## src/rtl/piece_move_scheduler.sv

```systemverilog
// piece_move_scheduler
//   Funnels player moves (left/right/rotate/soft-drop) and the gravity tick
//   onto the update engine's single move port. Only one move is in flight at
//   a time. Detects landing (blocked down move) and emits a one-cycle lock.
//
// Parameters
//   GRAVITY_PERIOD : clk cycles between gravity ticks (>= 2)
//   CNT_W          : gravity counter width, must hold GRAVITY_PERIOD-1
//
// Ports
//   clk, iReset        : clock, synchronous active-high reset
//   iEn                : global enable, low freezes every register
//   iActive            : a piece is live; low drops all queued requests
//   iMoveLeft/Right/iRotate/iMoveDown : single-cycle request pulses
//   iMoveDone          : engine finished the in-flight move
//   iMoveBlocked       : with iMoveDone, the move was rejected
//   oMoveReq/oMoveCode : move strobe and code (00 L, 01 R, 10 down, 11 rot)
//   oLock              : one-cycle landing pulse
//   oBusy              : FSM not idle or a request is queued
//
// Build option
//   PIECE_MOVE_LOCK_DELAY_EN : the first blocked down only marks the piece
//   as landed; a second blocked down (with no successful down between)
//   produces the lock.
module piece_move_scheduler #(
   parameter int GRAVITY_PERIOD = 50000000,
   parameter int CNT_W          = 26
) (
   input  logic       clk,
   input  logic       iReset,
   input  logic       iEn,
   input  logic       iActive,
   input  logic       iMoveLeft,
   input  logic       iMoveRight,
   input  logic       iRotate,
   input  logic       iMoveDown,
   input  logic       iMoveDone,
   input  logic       iMoveBlocked,
   output logic       oMoveReq,
   output logic [1:0] oMoveCode,
   output logic       oLock,
   output logic       oBusy
);

   typedef enum logic [1:0] {
      S_IDLE  = 2'b00,
      S_ISSUE = 2'b01,
      S_WAIT  = 2'b10,
      S_LOCK  = 2'b11
   } state_t;

   localparam logic [1:0] CODE_LEFT  = 2'b00;
   localparam logic [1:0] CODE_RIGHT = 2'b01;
   localparam logic [1:0] CODE_DOWN  = 2'b10;
   localparam logic [1:0] CODE_ROT   = 2'b11;

   localparam logic [CNT_W-1:0] CNT_MAX  = CNT_W'(GRAVITY_PERIOD - 1);
   localparam logic [CNT_W-1:0] CNT_ONE  = {{(CNT_W-1){1'b0}}, 1'b1};
   localparam logic [CNT_W-1:0] CNT_ZERO = {CNT_W{1'b0}};

   state_t           state_q;
   logic [3:0]       pend_q, pend_d;   // bit index equals the move code
   logic [CNT_W-1:0] cnt_q, cnt_d;
   logic [1:0]       code_q;
   logic             req_q;
   logic             lock_q;
`ifdef PIECE_MOVE_LOCK_DELAY_EN
   logic             landed_q;
`endif

   logic             tick_s;
   logic             grant_s;
   logic [1:0]       win_code_s;
   logic [3:0]       set_s;
   logic [3:0]       grant_oh_s;

   // Fixed priority: down > rotate > left > right.
   function automatic logic [1:0] pick_code(input logic [3:0] pend);
      if (pend[CODE_DOWN]) begin
         return CODE_DOWN;
      end else if (pend[CODE_ROT]) begin
         return CODE_ROT;
      end else if (pend[CODE_LEFT]) begin
         return CODE_LEFT;
      end else begin
         return CODE_RIGHT;
      end
   endfunction

   // Request queue and gravity counter next-state.
   always_comb begin
      tick_s     = (cnt_q == CNT_MAX);
      grant_s    = (state_q == S_IDLE) && iActive && (|pend_q);
      win_code_s = pick_code(pend_q);
      grant_oh_s = 4'b0000;
      if (grant_s) begin
         grant_oh_s[win_code_s] = 1'b1;
      end else begin
         grant_oh_s = 4'b0000;
      end
      set_s = {iRotate, (iMoveDown | tick_s), iMoveRight, iMoveLeft};
      // A fresh pulse is OR-ed after the grant clear so a re-request wins.
      if (!iActive || (state_q == S_LOCK)) begin
         pend_d = 4'b0000;
      end else begin
         pend_d = (pend_q & ~grant_oh_s) | set_s;
      end
      // A player soft-drop restarts the gravity interval.
      if (!iActive || (state_q == S_LOCK) || iMoveDown) begin
         cnt_d = CNT_ZERO;
      end else if (tick_s) begin
         cnt_d = CNT_ZERO;
      end else begin
         cnt_d = cnt_q + CNT_ONE;
      end
   end

   // Move FSM with registered strobe/lock, plus queue and counter state.
   always_ff @(posedge clk) begin
      if (iReset) begin
         state_q  <= S_IDLE;
         pend_q   <= 4'b0000;
         cnt_q    <= CNT_ZERO;
         code_q   <= CODE_LEFT;
         req_q    <= 1'b0;
         lock_q   <= 1'b0;
`ifdef PIECE_MOVE_LOCK_DELAY_EN
         landed_q <= 1'b0;
`endif
      end else if (iEn) begin
         pend_q <= pend_d;
         cnt_q  <= cnt_d;
         case (state_q)
            S_IDLE: begin
               lock_q <= 1'b0;
               if (grant_s) begin
                  state_q <= S_ISSUE;
                  code_q  <= win_code_s;
                  req_q   <= 1'b1;
               end else begin
                  state_q <= S_IDLE;
                  req_q   <= 1'b0;
               end
            end
            S_ISSUE: begin
               state_q <= S_WAIT;
               req_q   <= 1'b0;
               lock_q  <= 1'b0;
            end
            S_WAIT: begin
               req_q <= 1'b0;
               if (!iMoveDone) begin
                  state_q <= S_WAIT;
                  lock_q  <= 1'b0;
               end else if ((code_q == CODE_DOWN) && iMoveBlocked) begin
`ifdef PIECE_MOVE_LOCK_DELAY_EN
                  if (landed_q) begin
                     state_q <= S_LOCK;
                     lock_q  <= 1'b1;
                  end else begin
                     state_q  <= S_IDLE;
                     lock_q   <= 1'b0;
                     landed_q <= 1'b1;
                  end
`else
                  state_q <= S_LOCK;
                  lock_q  <= 1'b1;
`endif
               end else begin
                  // Blocked lateral/rotate moves are simply dropped.
                  state_q <= S_IDLE;
                  lock_q  <= 1'b0;
`ifdef PIECE_MOVE_LOCK_DELAY_EN
                  if (code_q == CODE_DOWN) begin
                     landed_q <= 1'b0;
                  end else begin
                     landed_q <= landed_q;
                  end
`endif
               end
            end
            S_LOCK: begin
               state_q <= S_IDLE;
               req_q   <= 1'b0;
               lock_q  <= 1'b0;
`ifdef PIECE_MOVE_LOCK_DELAY_EN
               landed_q <= 1'b0;
`endif
            end
            default: begin
               state_q <= S_IDLE;
               req_q   <= 1'b0;
               lock_q  <= 1'b0;
            end
         endcase
      end
   end

   // Strobes are masked while frozen; the FSM holds so they reappear later.
   assign oMoveReq  = req_q & iEn;
   assign oLock     = lock_q & iEn;
   assign oMoveCode = code_q;
   assign oBusy     = (state_q != S_IDLE) | (|pend_q);

endmodule

```

## config.mk

```make
export PLATFORM = sky130hd
export DESIGN_NAME = piece_move_scheduler
export DESIGN_NICKNAME = d
export VERILOG_FILES = /design/src/rtl/piece_move_scheduler.sv
export SDC_FILE = /design/constraint.sdc
export NUM_CORES = 1
export LEC_CHECK = 0
export ABC_AREA = 1
export BUFFER_PORTS_ARGS = -buffer_cell sky130_fd_sc_hd__buf_2
export CAP_MARGIN = 20
export CORE_ASPECT_RATIO = 0.9
export CORE_MARGIN = 3
export CORE_UTILIZATION = 60
export DETAILED_ROUTE_END_ITERATION = 16
export PLACE_DENSITY = 0.84
export SLEW_MARGIN = 20
export SYNTH_ARGS = -nofsm -noshare
export SYNTH_HDL_FRONTEND = slang
export SYNTH_SLANG_ARGS = --single-unit
```

## constraint.sdc

```tcl
create_clock -name clk -period 1.66 [get_ports clk]
set_clock_uncertainty 0.1 [all_clocks]
set_input_delay 0.083 -clock clk [delete_from_list [all_inputs] [get_ports clk]]
set_output_delay 0.083 -clock clk [all_outputs]
set_load 0.02 [all_outputs]
```

==> results.tsv <==
stage	metric	value	unit
timing	timing.final.ws_setup	0.0986	ns
detailed_routing	num_vias	2165	
timing	fmax	0.640	GHz
place	dp_hpwl	3.74	mm
place	io_buffers	14	
clocking	cts_root_buf	clkbuf_8	
synthesis	synthSimpleGateAreaFrac	41.5	%
setup_path	reg2reg_from	cnt_q[13]	
timing	slew_headroom	69.5	%
setup_path	endpoint_kind	register	
global_route	grt_max_degree	16	
setup_path	worstPathArrival	1.63	ns
die	die_h	62.0	µm
timing	worst_pin_slew	0.457	ns
final_layout	fillers	240	
setup_path	worst-path-buf-inv	0	
final_layout	utilization	78.4	%
synthesis	synth_cell_types	29	
die	dieArea	4230	µm²
final_layout	fin_nets	375	
detailed_routing	dr.pass1.iters	5	
clocking	numClockSinks	36	
synthesis	yosys_warnings	0	
clocking	cts_tree	built	
die	placeableCoreArea	3190	µm²
setup_path	cpMostUsedCell	nand2_2	
pwr	max-vdd-ir-drop	0.000477	V
global_route	grt_pass1_vias	1892	
synthesis	syn_area_per_cell	6.40	µm²
pwr	p_leak	1.00	nW
global_route	grt-ovfl-total	0	
timing	rsz0062_at_grt	true	
place	place_ws	0.0430	ns
clocking	clockBufferDepth	2	
detailed_routing	drt-wirelength-per-cell	13.3	µm
final_layout	multi_input_area	1250	µm²
synthesis	synth_mux_area_share	0	%
global_route	antenna_found_initial	0	
flow_run	maxCapViolCount	0	
synthesis	syn-instance-count	327	
setup_path	crit_family	simple AND/OR/NAND/NOR gates	
timing	tns	0	ns
synthesis	syn_nets	338	
synthesis	synth_xor_area_share	4.18	%
setup_path	critical_path_required	1.73	ns
timing	final_max_slew_viol_count	0	
synthesis	synth_compound_gate_area_share	10.3	%
setup_path	cp_max_fo	13	
clocking	cts_buffers	5	
clocking	clk_pin_slew	0.07	ns
timing	layout_min_cycle_time	1.56	ns
status	outcome	finished, final reports clean	
setup_path	crit_start	cnt_q[13]	
synthesis	ys_seq_area_share	34.4	%
synthesis	yosys.area_share.adder	0.598	%
setup_path	crit_chain	nand2_1, nor2_2, nand3_1, nor2_2, nand2_2, nand2_2, nand2_2, nand2_8, nor2_1	
synthesis	synth_seq_cells	36	
timing	setup_viol	0	
die	die_x	68.3	µm
hold_path	hp-class	in2reg	
global_route	grt_pass1_wl	8.27	mm
global_route	track_usage	26.5	%
place	dp_cells	392	
detailed_routing	antenna_left	0	
final_layout	diodes	0	
final_layout	stdcell_count	406	
synthesis	synth_top_family_by_area	simple AND/OR/NAND/NOR gates	
die	io_pins	15	
pwr	power.total	1.61	mW
timing	hold_viol	0	
clocking	htreeDepth	2	
synthesis	syn-cell-area	2090	µm²
detailed_routing	first_iter_violations	153	
detailed_routing	routed_wl	5.42	mm
clocking	clk_latency	0.29	ns
place	finalWeightedCongestion	0.981	
final_layout	regArea	731	µm²
detailed_routing	drcViolationCount	0	
setup_path	start_kind	register	
final_layout	area_growth	19.2	%
pwr	pwr_density_cell	645	nW/µm²
hold_path	worstHoldStart	iMoveDown	
setup_path	cpMaxStageDelayCell	dfxtp_1	
detailed_routing	via_per_inst	5.33	
timing	finalCritPeriodShare	94.1	%
die	core.rowCount	19	
setup_path	criticalPathCategory	reg2reg	
setup_path	slowest_delay	0.39	ns
die	start_util	65.7	%
final_layout	drive_gt1_share	22.5	%
[cell usage after synthesis, drive strengths merged]
cell / n / share of area, %
nand3b: 2 / 0.72
o21bai: 1 / 0.36
xor2: 9 / 3.8
inv: 39 / 7.0
ha: 1 / 0.60
xnor2: 1 / 0.42
nor2: 63 / 14
nand4: 5 / 1.5
nand2: 101 / 19
buf: 2 / 1.3
o22ai: 1 / 0.30
nor3: 2 / 0.48
a21oi: 24 / 5.9
o21ai: 13 / 3.3
clkinv: 1 / 0.18
clkbuf: 3 / 0.54
a311oi: 1 / 0.42
and2: 1 / 0.30
or2: 2 / 0.60
dfxtp: 36 / 34
nand3: 19 / 4.8
[layer usage]
| layer | track usage (%) | wire length, µm |
|---|---|---|
| met1 | 35.2 | 2350 |
| met2 | 41.9 | 2590 |
| met4 | 9.92 | 63 |
| met5 | 0 | 0 |
| met3 | 6.47 | 406 |
[report_power, final]
part	internal (mW)	switching [mW]	leakage [nW]
registers	0.875	0.00883	0.295
clock network	0.285	0.294	0.0410
logic	0.0509	0.0966	0.667
total	1.21	0.400	1.00
[cell families (layout without fill, tap and decap cells)]
family	Yosys count	count (layout)
AND/OR/NAND/NOR	195	195
buffers and inverters	45	82
AO/OA/AOI/OAI	40	40
flip-flops	36	36
XOR/XNOR	10	10
adder cells (fa/ha/maj)	1	1
[through the flow]
stage | hold slack, ns | cell area (µm²)
floorplan | 0.0521 | 2090
global placement | 0.241 | 2280
detailed placement | 0.245 | 2280
CTS | 0.0537 | 2400
global route | 0.0998 | 2500
finish | 0.0605 | 2500
[placed cells by master, fill, tap and decap left out, types with 2 or more instances in the layout]
| master | instances |
|---|---|
| nor3_1 | 2 |
| nor2_1 | 40 |
| dlygate4sd3_1 | 4 |
| nand3_2 | 2 |
| or2_0 | 2 |
| buf_2 | 14 |
| clkbuf_8 | 5 |
| nand3_1 | 17 |
| xor2_1 | 9 |
| nand4_1 | 5 |
| nand2_2 | 8 |
| a21oi_1 | 23 |
| dfxtp_2 | 8 |
| dfxtp_1 | 28 |
| buf_4 | 17 |
| nor2_4 | 6 |
| nand2_1 | 92 |
| inv_1 | 39 |
| nor2_2 | 17 |
| nand3b_1 | 2 |
| o21ai_0 | 12 |
[worst min-delay path: cells and delay by family]
kind / cells / cell delay, ns
AO/OA/AOI/OAI: 1 / 0.06
buffers and inverters: 2 / 0.16
AND/OR/NAND/NOR: 2 / 0.10
[state kept, by name (all words and copies together), names as in the netlist]
signal,cells
cnt_q,26
lock_q,1
oMoveCode,2
pend_q,4
req_q,1
state_q,2
[area by class of cell]
type | instances | area share, %
inverter | 40 | 6.02
tap | 42 | 2.11
timing repair buffer | 35 | 9.52
clock inverter | 1 | 0.201
multi-input combinational | 246 | 50.0
clock buffer | 6 | 2.91
sequential | 36 | 29.3
[final timing paths]
kind | endpoint | depth (start not counted) | slack, ns
worst max-delay path | cnt_q[7] | 9 | 0.1
worst min-delay path | pend_q[2] | 5 | 0.06
worst max register to register | cnt_q[7] | 9 | 0.1
worst min register to register | pend_q[1] | 2 | 0.38
[repair_timing]
action                                 in CTS  in global routing
endpoints found under the hold margin       4                  0
cloned                                      0                  0
buffers inserted                            0                  3
pin swaps                                   0                  4
gates resized for setup                     1                 22
hold buffers                                4                  0
setup endpoints to repair                   1                 23
Note: power is estimated with default switching activity, not from simulation.
